## config.mk

```make
export PLATFORM = sky130hd
export DESIGN_NAME = peltier_regulator_flat
export DESIGN_NICKNAME = d
export VERILOG_FILES = /design/src/rtl/peltier_regulator_pkg.sv /design/src/rtl/peltier_regulator_if.sv /design/src/rtl/peltier_regulator.sv /design/src/flat_wrapper.sv
export SDC_FILE = /design/constraint.sdc
export NUM_CORES = 1
export LEC_CHECK = 0
export BUFFER_PORTS_ARGS = -buffer_cell sky130_fd_sc_hd__buf_2
export CAP_MARGIN = 15
export CORE_MARGIN = 10
export CORE_UTILIZATION = 45
export CTS_CLUSTER_DIAMETER = 40
export CTS_CLUSTER_SIZE = 20
export DETAILED_ROUTE_END_ITERATION = 8
export GPL_TIMING_DRIVEN = 0
export HOLD_SLACK_MARGIN = 0.15
export SKIP_CTS_REPAIR_TIMING = 1
export SLEW_MARGIN = 20
export SYNTH_ARGS = -nofsm -noshare
export SYNTH_HDL_FRONTEND = slang
export SYNTH_SLANG_ARGS = --single-unit
```

## constraint.sdc

```tcl
create_clock -name clk -period 3.7 [get_ports clk]
set_clock_uncertainty 0.05 [all_clocks]
set_input_delay 0.37 -clock clk [delete_from_list [all_inputs] [get_ports clk]]
set_output_delay 0.37 -clock clk [all_outputs]
set_load 0.05 [all_outputs]
```

## src/rtl/peltier_regulator_pkg.sv

```systemverilog
// Shared types and constants for the Peltier closed-loop regulator.
// State encodings, MCP3008 result-word field positions and the duty clamp.
package peltier_regulator_pkg;

    localparam int MCP_CH_MSB = 12;
    localparam int MCP_CH_LSB = 10;

    typedef enum logic [2:0] {
        REG_STATE_IDLE        = 3'd0,
        REG_STATE_WAIT_PERIOD = 3'd1,
        REG_STATE_REQUEST     = 3'd2,
        REG_STATE_WAIT_DATA   = 3'd3,
        REG_STATE_COMPUTE     = 3'd4,
        REG_STATE_APPLY       = 3'd5
    } reg_state_e;

    // Observation port: FSM state and the raw integrator bits.
    typedef struct packed {
        reg_state_e  state;
        logic [15:0] integ;
    } reg_dbg_t;

    function automatic logic [7:0] clamp_duty(input logic signed [17:0] u);
        if (u < 18'sd0) begin
            return 8'd0;
        end else if (u > 18'sd255) begin
            return 8'd255;
        end else begin
            return u[7:0];
        end
    endfunction

endpackage

```

## src/rtl/peltier_regulator_if.sv

```systemverilog
// Snoop/request link between the MCP3008 interface and the regulator.
// mcp_valid marks the one cycle a result word is transferred (avail & accept); no back-pressure exists.
interface peltier_regulator_if;

    logic        mcp_busy;
    logic [15:0] mcp_data;
    logic        mcp_valid;
    logic        sample_req;

    modport master (
        output mcp_busy,
        output mcp_data,
        output mcp_valid,
        input  sample_req
    );

    modport slave (
        input  mcp_busy,
        input  mcp_data,
        input  mcp_valid,
        output sample_req
    );

endinterface

```

## src/rtl/peltier_regulator.sv

```systemverilog
// Periodic MCP3008 sampling plus a shift-only PI law driving the Peltier duty cycle.
// All outputs are registered; dbg exposes the FSM state and integrator.
module peltier_regulator
    import peltier_regulator_pkg::*;
#(
    parameter logic [2:0]         CHANNEL  = 3'd0,
    parameter logic [23:0]        PERIOD   = 24'd1_000_000,
    parameter logic [15:0]        TIMEOUT  = 16'd50_000,
    parameter int                 KP_SHIFT = 2,
    parameter int                 KI_SHIFT = 4,
    parameter logic signed [15:0] INT_LIM  = 16'sd4000
) (
    input  logic                      clk,
    input  logic                      rst_n,
    input  logic                      enable,
    input  logic [9:0]                setpoint,
    peltier_regulator_if.slave        mcp,
    output logic [7:0]                duty,
    output logic [9:0]                reading,
    output logic                      fault,
    output reg_dbg_t                  dbg
);

    localparam logic signed [16:0] LIM_POS = $signed({INT_LIM[15], INT_LIM});
    localparam logic signed [16:0] LIM_NEG = -LIM_POS;

    reg_state_e         state_q;
    logic [23:0]        period_cnt_q;
    logic [15:0]        to_cnt_q;
    logic [7:0]         duty_q;
    logic [9:0]         reading_q;
    logic               fault_q;
    logic               sample_req_q;
    logic signed [15:0] integ_q;
    logic signed [10:0] e_q;
    logic signed [17:0] u_q;

    logic signed [10:0] e_d;
    logic signed [17:0] e_ext;
    logic signed [15:0] i_shr;
    logic signed [17:0] i_ext;
    logic signed [17:0] u_d;
    logic signed [16:0] integ_sum;
    logic signed [15:0] integ_d;
    logic [7:0]         duty_d;
    logic               windup_hold;
    logic               ch_match;
    logic               unused_mcp_bits;

    // Error is positive when the measured code is above target (too warm).
    assign e_d   = $signed({1'b0, reading_q}) - $signed({1'b0, setpoint});
    assign e_ext = $signed({{7{e_d[10]}}, e_d});
    assign i_shr = integ_q >>> KI_SHIFT;
    assign i_ext = $signed({{2{i_shr[15]}}, i_shr});
    assign u_d   = (e_ext <<< KP_SHIFT) + i_ext;

    assign integ_sum = $signed({integ_q[15], integ_q}) + $signed({{6{e_q[10]}}, e_q});

    always_comb begin
        integ_d = integ_sum[15:0];
        if (integ_sum > LIM_POS) begin
            integ_d = INT_LIM;
        end else if (integ_sum < LIM_NEG) begin
            integ_d = -INT_LIM;
        end
    end

    // Stop integrating while the output is pinned and the error pushes further into the rail.
    assign windup_hold = ((u_q > 18'sd255) && (e_q > 11'sd0)) ||
                         ((u_q < 18'sd0)   && (e_q < 11'sd0));
    assign duty_d      = clamp_duty(u_q);

    assign ch_match        = mcp.mcp_valid && (mcp.mcp_data[MCP_CH_MSB:MCP_CH_LSB] == CHANNEL);
    assign unused_mcp_bits = ^mcp.mcp_data[15:13];

    always_ff @(posedge clk or negedge rst_n) begin
        if (!rst_n) begin
            state_q      <= REG_STATE_IDLE;
            period_cnt_q <= 24'd0;
            to_cnt_q     <= 16'd0;
            duty_q       <= 8'd0;
            reading_q    <= 10'd0;
            fault_q      <= 1'b0;
            sample_req_q <= 1'b0;
            integ_q      <= 16'sd0;
            e_q          <= 11'sd0;
            u_q          <= 18'sd0;
        end else begin
            sample_req_q <= 1'b0;
            if (!enable) begin
                // Disable dominates everything, including a same-cycle result word.
                state_q      <= REG_STATE_IDLE;
                period_cnt_q <= 24'd0;
                to_cnt_q     <= 16'd0;
                duty_q       <= 8'd0;
                fault_q      <= 1'b0;
                integ_q      <= 16'sd0;
            end else begin
                case (state_q)
                    REG_STATE_IDLE: begin
                        duty_q       <= 8'd0;
                        integ_q      <= 16'sd0;
                        period_cnt_q <= 24'd0;
                        if (!fault_q) begin
                            state_q <= REG_STATE_WAIT_PERIOD;
                        end
                    end
                    REG_STATE_WAIT_PERIOD: begin
                        if (period_cnt_q == PERIOD - 24'd1) begin
                            period_cnt_q <= 24'd0;
                            state_q      <= REG_STATE_REQUEST;
                        end else begin
                            period_cnt_q <= period_cnt_q + 24'd1;
                        end
                    end
                    REG_STATE_REQUEST: begin
                        if (!mcp.mcp_busy) begin
                            sample_req_q <= 1'b1;
                            to_cnt_q     <= 16'd0;
                            state_q      <= REG_STATE_WAIT_DATA;
                        end
                    end
                    REG_STATE_WAIT_DATA: begin
                        if (ch_match) begin
                            reading_q <= mcp.mcp_data[9:0];
                            state_q   <= REG_STATE_COMPUTE;
                        end else if (to_cnt_q == TIMEOUT) begin
                            fault_q <= 1'b1;
                            duty_q  <= 8'd0;
                            state_q <= REG_STATE_IDLE;
                        end else begin
                            to_cnt_q <= to_cnt_q + 16'd1;
                        end
                    end
                    REG_STATE_COMPUTE: begin
                        e_q     <= e_d;
                        u_q     <= u_d;
                        state_q <= REG_STATE_APPLY;
                    end
                    REG_STATE_APPLY: begin
                        duty_q <= duty_d;
                        if (!windup_hold) begin
                            integ_q <= integ_d;
                        end
                        state_q <= REG_STATE_WAIT_PERIOD;
                    end
                    default: begin
                        state_q <= REG_STATE_IDLE;
                    end
                endcase
            end
        end
    end

    assign mcp.sample_req = sample_req_q;
    assign duty           = duty_q;
    assign reading        = reading_q;
    assign fault          = fault_q;
    assign dbg.state      = state_q;
    assign dbg.integ      = integ_q;

endmodule

```

## src/flat_wrapper.sv

```systemverilog
// flat-port wrapper written by rule: the top's interface ports become plain ports
module peltier_regulator_flat import peltier_regulator_pkg::*;
#(
    parameter logic [2:0]         CHANNEL  = 3'd0,
    parameter logic [23:0]        PERIOD   = 24'd1_000_000,
    parameter logic [15:0]        TIMEOUT  = 16'd50_000,
    parameter int                 KP_SHIFT = 2,
    parameter int                 KI_SHIFT = 4,
    parameter logic signed [15:0] INT_LIM  = 16'sd4000
)
  (clk, rst_n, enable, setpoint, duty, reading, fault, dbg, mcp_mcp_busy, mcp_mcp_data, mcp_mcp_valid, mcp_sample_req);
  peltier_regulator_if mcp_i ();
  input  logic clk;
  input  logic rst_n;
  input  logic enable;
  input  logic [9:0] setpoint;
  output logic [7:0] duty;
  output logic [9:0] reading;
  output logic fault;
  output reg_dbg_t dbg;
  input wire logic [$bits(mcp_i.mcp_busy)-1:0] mcp_mcp_busy;
  input wire logic [$bits(mcp_i.mcp_data)-1:0] mcp_mcp_data;
  input wire logic [$bits(mcp_i.mcp_valid)-1:0] mcp_mcp_valid;
  output wire logic [$bits(mcp_i.sample_req)-1:0] mcp_sample_req;
  assign mcp_i.mcp_busy = mcp_mcp_busy;
  assign mcp_i.mcp_data = mcp_mcp_data;
  assign mcp_i.mcp_valid = mcp_mcp_valid;
  assign mcp_sample_req = mcp_i.sample_req;
  peltier_regulator #(.CHANNEL(CHANNEL), .PERIOD(PERIOD), .TIMEOUT(TIMEOUT), .KP_SHIFT(KP_SHIFT), .KI_SHIFT(KI_SHIFT), .INT_LIM(INT_LIM)) u_core (.clk(clk), .rst_n(rst_n), .enable(enable), .setpoint(setpoint), .mcp(mcp_i), .duty(duty), .reading(reading), .fault(fault), .dbg(dbg));
endmodule
```

# Yosys cells after proc, flatten, opt, wreduce, memory -nomap -nowiden

Cells that the tools add are included.

Add/sub/neg operators: 5
Multiply operators: 0
Divide/modulo/power cells: 0
$lt $le $gt $ge: 6
Equal/unequal tests: 22
Shifts and indexed selects: 0
Multiplexer cells: 33
Bitwise operators: 0
Reduce and logical (&&, ||, !) cells: 13

Operators by type and width:

| kind                  | number |
|---|---|
| $mux 16               | 8 |
| $pmux 16 s2           | 2 |
| $mux 24               | 2 |
| $pmux 24 s2           | 1 |
| $mux 8                | 5 |
| $add 24x1->24 const B | 1 |
| $eq 24x20->1 const B  | 1 |
| $pmux 8 s3            | 1 |
| $gt 18x9->1 const B   | 1 |
| $lt 18x1->1 const B   | 1 |
| $mux 3                | 6 |
| $pmux 3 s6            | 1 |
| $add 16x11->17        | 1 |
| $gt 17x13->1 const B  | 1 |
| $lt 17x13->1 const B  | 1 |
| $add 16x1->16 const B | 1 |
| $eq 16x16->1 const B  | 1 |
| $ne 3x3->1 const B    | 5 |
| $add 13x12->14        | 1 |
| $gt 11x1->1 const B   | 1 |
| $lt 11x1->1 const B   | 1 |
| $sub 10x10->11        | 1 |
| $ne 3x1->1 const B    | 3 |
| $reduce_and 3->1      | 3 |
| other kinds (14)      | 29 |

Register bits: 108
Latch bits: 0
RAM bits: 0
ROM bits: 0
Bits of input ports: 31
Output and inout port bits: 39
Word-level logic and storage cells: 89
Memories: 0

# Logic depth before layout (Yosys ltp)

Gate-level depths: netlist of run 1.

Depth after elaboration: 7
Gate-level depth with buffers: 16
Depth with buffers taken out: 16

# Worst setup path before layout of run 1

No wires, ideal clock.

Path kind: flip-flop to flip-flop
From: reg u_core.reading_q[0] (netlist: u_core.reading[0])
To: reg u_core.u_q[12]
Library setup time: 146 ps
Arrival: 3242 ps
Data required time: 3504 ps
Slack: 262 ps
Cell stages (with the launch flop): 17
Buffers on the path: 0
Clock period less this slack: 3438 ps
Path through: dfrtp_1 -> inv_1 -> ha_1 -> inv_1 -> fa_1 -> a21o_1 -> a21oi_1 -> o21bai_1 -> a21oi_1 -> o21bai_1 -> a21oi_1 -> xnor2_1 -> ha_1 -> a21o_1 -> a31oi_1 -> mux2i_1 -> o311ai_0

Longest elaborated chain between the ends: 2

RTL lines:

| element                  | line                     | source |
|---|---|---|
| start: declaration       | peltier_regulator.sv:31  | `logic [9:0] reading_q;` |
| start signal: assignment | peltier_regulator.sv:125 | `reading_q <= mcp.mcp_data[9:0];` |
| $sub 10x10->11           | peltier_regulator.sv:51  | `assign e_d = $signed({1'b0, reading_q}) - $signed({1'b0, setpoint});` |
| via u_core.e_d[8]        | peltier_regulator.sv:38  | `logic signed [10:0] e_d;` |
| $add 13x12->14           | peltier_regulator.sv:55  | `assign u_d = (e_ext <<< KP_SHIFT) + i_ext;` |
| end signal: assignment   | peltier_regulator.sv:137 | `u_q <= u_d;` |
| end: declaration         | peltier_regulator.sv:36  | `logic signed [17:0] u_q;` |

The timed path passes the listed nets, and every way through them passes these cells.
A chain may end at the register's enable or synchronous reset.

# Worst setup path after layout of run 1

Same ends and word-level chain as after synthesis.

==> results of run 1 <==
[registers in the layout, indices dropped and copies added (netlist names)]
name,cells
u_core.reading,10
u_core.e_q,11
u_core.to_cnt_q,16
u_core.state_q,3
u_core.mcp.sample_req,1
u_core.fault,1
u_core.u_q,14
u_core.integ_q,16
u_core.period_cnt_q,24
u_core.duty,8
[power by group through the flow]
stage	registers [mW]	logic [mW]	clock network (mW)
2_1_floorplan	1.41	0.720	0
3_3_place_gp	1.29	1.10	0
3_5_place_dp	1.30	1.13	0
4_1_cts	1.28	1.14	0.954
5_1_grt	1.28	1.28	0.995
6_report	1.27	1.14	0.919
[cell type report]
class                      count  area (sq um)
fill                        1363          6969
sequential                   104          2603
clock inverter                 4         26.28
timing repair buffer          69         384.1
multi-input combinational    591          3910
clock buffer                  12         256.5
inverter                      36         135.1
tap                          184         230.2
buffer                        25         130.1
[worst max-delay path: stages (launching register included)]
cell and delay, ps:
dfrtp_1 380, inv_1 70, ha_1 160, inv_1 50, fa_1 390, a21o_1 190
a21oi_2 170, o21bai_1 80, a21oi_1 220, o21bai_1 110, a21oi_2 180, xnor2_1 180
ha_1 330, a21o_1 180, a31oi_1 180, mux2i_1 200, o311ai_0 150
[worst paths after layout]
path                                                from                                  end  depth (start not counted)
min                                      mcp_mcp_data[6]        u_core.reading[6]$_DFFE_PN0P_                          3
min in group asynchronous                          rst_n  u_core.period_cnt_q[22]$_DFFE_PN0P_                          2
max in group asynchronous                          rst_n           u_core.duty[2]$_DFFE_PN0P_                          3
max reg2reg                u_core.reading[0]$_DFFE_PN0P_           u_core.u_q[12]$_DFFE_PN0P_                         16
max                        u_core.reading[0]$_DFFE_PN0P_           u_core.u_q[12]$_DFFE_PN0P_                         16
min reg2reg                   u_core.duty[2]$_DFFE_PN0P_           u_core.duty[2]$_DFFE_PN0P_                          2
[per-layer routing]
metal	wire length, um	part of all wire [%]	vias up
met4	91	0.53	0
met1	7819	45	2845
met3	919	5.3	7
met5	0	0	-
met2	8364	49	150
li1	-	-	2875
[layout by cell type (no fill, tap or decap), drive strengths merged, types with 7 or more instances in the layout]
master  instances
dfrtp         104
nand2         101
buf            78
nor2           75
o21ai          44
ha             40
inv            37
a21oi          31
xor2           30
nand3          29
clkbuf         26
nand4          24
xnor2          21
nor3           16
mux2           14
a21o           14
o211ai         13
nor2b          11
and3           10
or3            10
nor4            7
[logic make-up after synthesis]
group / after synthesis / synth area share (%)
and+or+nand+nor: 310 / 22.23
AOI/OAI and AO/OA: 170 / 17.72
buffers and inverters: 61 / 3.921
DFF: 104 / 38.47
muxes: 17 / 2.774
adders and majority gates: 43 / 8.286
xor gates and xnor gates: 51 / 6.603
[cell usage after synthesis (all sizes together), types with 4 or more instances]
| library cell | instances |
|---|---|
| o2111ai | 5 |
| nand2 | 101 |
| clkbuf | 14 |
| a21o | 14 |
| dfrtp | 104 |
| nor2b | 11 |
| a21oi | 31 |
| o311ai | 6 |
| and2 | 4 |
| inv | 36 |
| xnor2 | 21 |
| nor4 | 7 |
| o21a | 6 |
| a211oi | 4 |
| xor2 | 30 |
| buf | 11 |
| nor2 | 75 |
| a22o | 5 |
| nand3 | 29 |
| or3 | 10 |
| nand4 | 24 |
| nor3 | 16 |
| mux2 | 14 |
| a31oi | 6 |
| o21bai | 5 |
| o21ai | 44 |
| o211ai | 13 |
| and3 | 10 |
| ha | 40 |
| or2 | 5 |
[metrics by stage]
step	setup WS [ps]	cells
floorplan	261.7	756
global placement	180.5	1006
detailed placement	161.3	1007
CTS	169.1	1023
global route	-17.69	1025
finish	275.2	1025
==> run metrics, run 1 <==
CP arrival 3580 ps; combinational share of power 34.1%; iteration-0 DRC count of the detailed router 316; layout cells sized above 1 15.34%; Design Power 3.332 mW; CP Capture Type register; fin crit share 92.56%; Flop pwr share 38.3%; global routing usage on met2 28.08%; Via Count 5877; final hold slack 151.3 ps; register bit total from synthesis 104; Fin. Hold Viols 0; num rows 44; Least-Margin Pin Slew 772.5 ps; Mapped Cells 756; cell leakage power 3.771 nW; outcome finished, final reports clean; Post-route DRC 0; DIE HEIGHT 142.6 um; initial antenna violation count 0; Placed Area 7360 sq um; nets@finish 910; crit start category register; FMAX 292.0 MHz; area fraction of the dominant cell type after synthesis 38.47%; clock latency at the later pin of the worst-skew pair 350 ps; first-pass GRT wire length 28550 um; register area share after synthesis 38.47%; Post-Syn Nets 830; area leader, netlist dfrtp_1; vias per cell 5.734; CTS H-tree lvls 3; switching pwr 1.234 mW; ant diodes 0; Starting Density 46.20%; CTS Buf Count 9; worst hold path type in2reg; Sw Share 37.05%; Die ar. 20340 sq um; # port buffers 66; core area 14640 sq um; CTS clk-pin slew, worst paths 70 ps; CTS root buffer clkbuf_16; vias in the first global route 5738; crit-path max FO 5; Power Density 434.1 nW/um^2; CTS Sinks 104; Synth Cell Area 6765 sq um; Wirelength per Cell 16.78 um; synth warn 0; Worst slew margin 47.82%; met3 Track Usage GR 3.914%; GRT busiest layer met2; width of the die 142.6 um; final core area utilization 52.41%; met1 Usage GRT 22.31%; prevailing post-synth register cell dfrtp_1; Routed Wire Length 17200 um; Placer Congestion 0.8730; maximum VDD drop 0.2588 mV; Req. time, crit path 3850 ps; Final TNS setup 0 ps; Slew Viols, Final 0; Synth area leaders dfrtp_1 (38%), ha_1 (7.4%), nand2_1 (5.6%); Post-Syn Area per Cell 8.949 sq um; Clock Tree Buf Depth 2; min cycle time layout 3425 ps; reg-to-reg setup timing slack 280 ps; Detailed Routing Iterations Pass 1 4; Ports 70; Internal 2.097 mW; Netlist cell types 76; largest net degree at the start of global routing 78; Final HPWL DP 13010 um; GRT Total Usage 16.98%; Syn-to-layout area delta 13.45%; CP Class reg2reg; Synth async-reset ratio 100.0%; total gr overflow 0; clock share of power 27.6%; Detail Route Antenna Nets 0; Post-synth EDFFs 0; max-cap violations 0; CTS tree yes; Final setup viols 0; final instance area 7675 sq um
(Power assumes the default switching activity.)
==> run 2, diff against run 1 <==
--- a/config.mk
+++ b/config.mk
@@ -13,7 +13,9 @@
 export CTS_CLUSTER_SIZE = 20
 export DETAILED_ROUTE_END_ITERATION = 8
 export GPL_TIMING_DRIVEN = 0
-export HOLD_SLACK_MARGIN = 0.15
+export HOLD_SLACK_MARGIN = 0.1
+export PLACE_DENSITY = 0.61
+export REMOVE_ABC_BUFFERS = 1
 export SKIP_CTS_REPAIR_TIMING = 1
 export SLEW_MARGIN = 20
 export SYNTH_ARGS = -nofsm -noshare
==> run 2 against run 1 <==
  * Non-clock buffer count down 26
  * Total power up 2.7%
  * Worst hold slack worse by 3.4 ps
  * Largest cell class unchanged
==> run metrics, run 2 (synthesis results as in run 1) <==
Power Density 451.0 nW/um^2 (+3.9%); FMAX 291.3 MHz (-0.23%); CP arrival 3590 ps (about the same); CP Capture Type register; CTS Sinks 104 (unchanged); cell family with most CP delay compound AO/OA/AOI/OAI gates; most frequent cells in the layout dfrtp_1 (104), nand2_1 (101), nor2_1 (74), buf_2 (65), o21ai_0 (41); Routed Wire Length 16760 um (-2.5%); clock latency at the later pin of the worst-skew pair 360 ps (about the same); CTS root buffer clkbuf_16; Least-Margin Pin Slew 1052 ps (+279.6 ps); worst hold path type in2reg; Final TNS setup 0 ps (unchanged); DIE HEIGHT 142.6 um (unchanged); combinational share of power 31.5% (-2.6 points); iteration-0 DRC count of the detailed router 277 (-12%); WP buf/inv 2 (unchanged); switching pwr 1.228 mW (-0.55%); Largest stage delay, worst path 390 ps (about the same); crit-path cells inv_1 > ha_1 > inv_1 > fa_1 > a21o_1 > a21oi_2 > o21bai_1 > a21oi_1 > o21bai_1 > a21oi_2 > xnor2_1 > ha_1 > a21o_1 > a31oi_1 > mux2i_1 > o311ai_0; RSZ-0062 raised after global routing false; Worst slew margin 29.86% (-18 points); Final setup viols 0 (unchanged); Req. time, crit path 3850 ps (about the same); CP Class reg2reg; largest net degree at the start of global routing 71 (-9.0%); Detail Route Antenna Nets 0 (unchanged); nets@finish 884 (-2.9%); fin crit share 92.77% (+0.21 points); vias in the first global route 5660 (-1.4%); Die ar. 20340 sq um (unchanged); Wirelength per Cell 16.77 um (about the same); crit start category register; CTS Buf Count 9 (unchanged); ant diodes 0 (unchanged); Largest Register u_core.period_cnt_q; Slew Viols, Final 0 (unchanged); min cycle time layout 3433 ps (+7.764 ps); Internal 2.194 mW (+4.6%); commonest non-fill, non-tap cell in the layout dfrtp_1; initial antenna violation count 0 (unchanged); Fin. Hold Viols 0 (unchanged); vias per cell 5.744 (+0.18%); # port buffers 66 (unchanged); layout cells sized above 1 15.21% (-0.12 points); Via Count 5738 (-2.4%); Filler cells 1365 (+0.15%); max-cap violations 0 (unchanged); core area 14640 sq um (unchanged); Regs by FF count u_core.period_cnt_q (24), u_core.integ_q (16), u_core.to_cnt_q (16); Detailed Routing Iterations Pass 1 5 (+1); outcome finished, final reports clean; Placer Congestion 0.8981 (+2.9%); num rows 44 (unchanged); first-pass GRT wire length 27990 um (-2.0%); Clock Tree Buf Depth 2 (unchanged); CTS H-tree lvls 3 (unchanged); Ports 70 (unchanged); GRT Total Usage 16.73% (-0.25 points); Starting Density 46.20% (unchanged); total gr overflow 0 (unchanged); Final HPWL DP 12680 um (-2.6%); CTS clk-pin slew, worst paths 70 ps (about the same); maximum VDD drop 0.3223 mV (+25%); width of the die 142.6 um (unchanged); Sw Share 35.88% (-1.2 points); Post-route DRC 0 (unchanged); crit-path max FO 5 (unchanged); cell leakage power 3.721 nW (-1.3%); max reg flops 24 (unchanged); slowest CP cell fa_1; final core area utilization 51.80% (-0.61 points); CTS tree yes; Syn-to-layout area delta 12.13%; clock share of power 30.7% (+3.1 points); Flop pwr share 37.8% (-0.5 points)
-- run 2: cell count changes in the layout (fill, tap and decap cells not counted), moves of 2 or more --
cell,before,now
buf_1,3,0
bufinv_16,0,2
buf_4,3,0
buf_6,4,1
clkbuf_1,15,1
buf_2,67,65
-- run 2: stage by stage --
stage,area [sq um],hold WS [ps],cells,setup slack [ps],total power [mW]
floorplan,6635,24.41,731,231.5,2.090
finish,7586,147.9,999,267.4,3.421
CTS,7556,-146.2,998,168.2,3.441
detailed placement,7234,239.3,982,163.9,2.381
global route,7586,153.6,999,16.03,3.636
global placement,7196,420.5,981,161.7,2.353
-- run 2: cell type report --
cell class	count	area, sq um	share of cell area [%]
multi-input cells	591	3923	51.71
flip-flops and latches	104	2603	34.31
repair buffers	68	374.1	4.932
clock buffers	11	242.7	3.200
well taps	184	230.2	3.035
inverters	36	135.1	1.781
clock inverters	5	78.83	1.039
-- run 2: power groups by stage --
| stage | combinational, mW | clock, mW | sequential [mW] |
|---|---|---|---|
| after floorplan | 0.670 | 0 | 1.42 |
| after global placement | 1.04 | 0 | 1.31 |
| after detailed placement | 1.07 | 0 | 1.31 |
| after CTS | 1.07 | 1.07 | 1.29 |
| after global routing | 1.21 | 1.12 | 1.31 |
| final | 1.08 | 1.05 | 1.29 |
-- run 2: per-layer routing --
layer | part of all wire (%) | global-route usage (%)
met3 | 4.0 | 4.279
met4 | 1.2 | 4.560
met5 | 0 | 0
met2 | 49 | 27.58
met1 | 46 | 21.31
-- run 2: worst min-delay path, stage by stage --
cell     delay, ps
buf_2           70
nand2_1         40
nand2_1         40
-- run 2: path summary, 6_finish.rpt --
path | start | endpoint | slack (ps) | cells after the start
worst min-delay path | mcp_mcp_data[8] | u_core.reading[8]$_DFFE_PN0P_ | 150 | 3
worst max-delay path | u_core.reading[0]$_DFFE_PN0P_ | u_core.u_q[12]$_DFFE_PN0P_ | 270 | 16
max in group asynchronous | rst_n | u_core.to_cnt_q[0]$_DFFE_PN0P_ | 2510 | 3
worst max register to register | u_core.reading[0]$_DFFE_PN0P_ | u_core.u_q[12]$_DFFE_PN0P_ | 270 | 16
worst min register to register | u_core.u_q[5]$_DFFE_PN0P_ | u_core.u_q[5]$_DFFE_PN0P_ | 430 | 2
min in group asynchronous | rst_n | u_core.period_cnt_q[23]$_DFFE_PN0P_ | 430 | 2
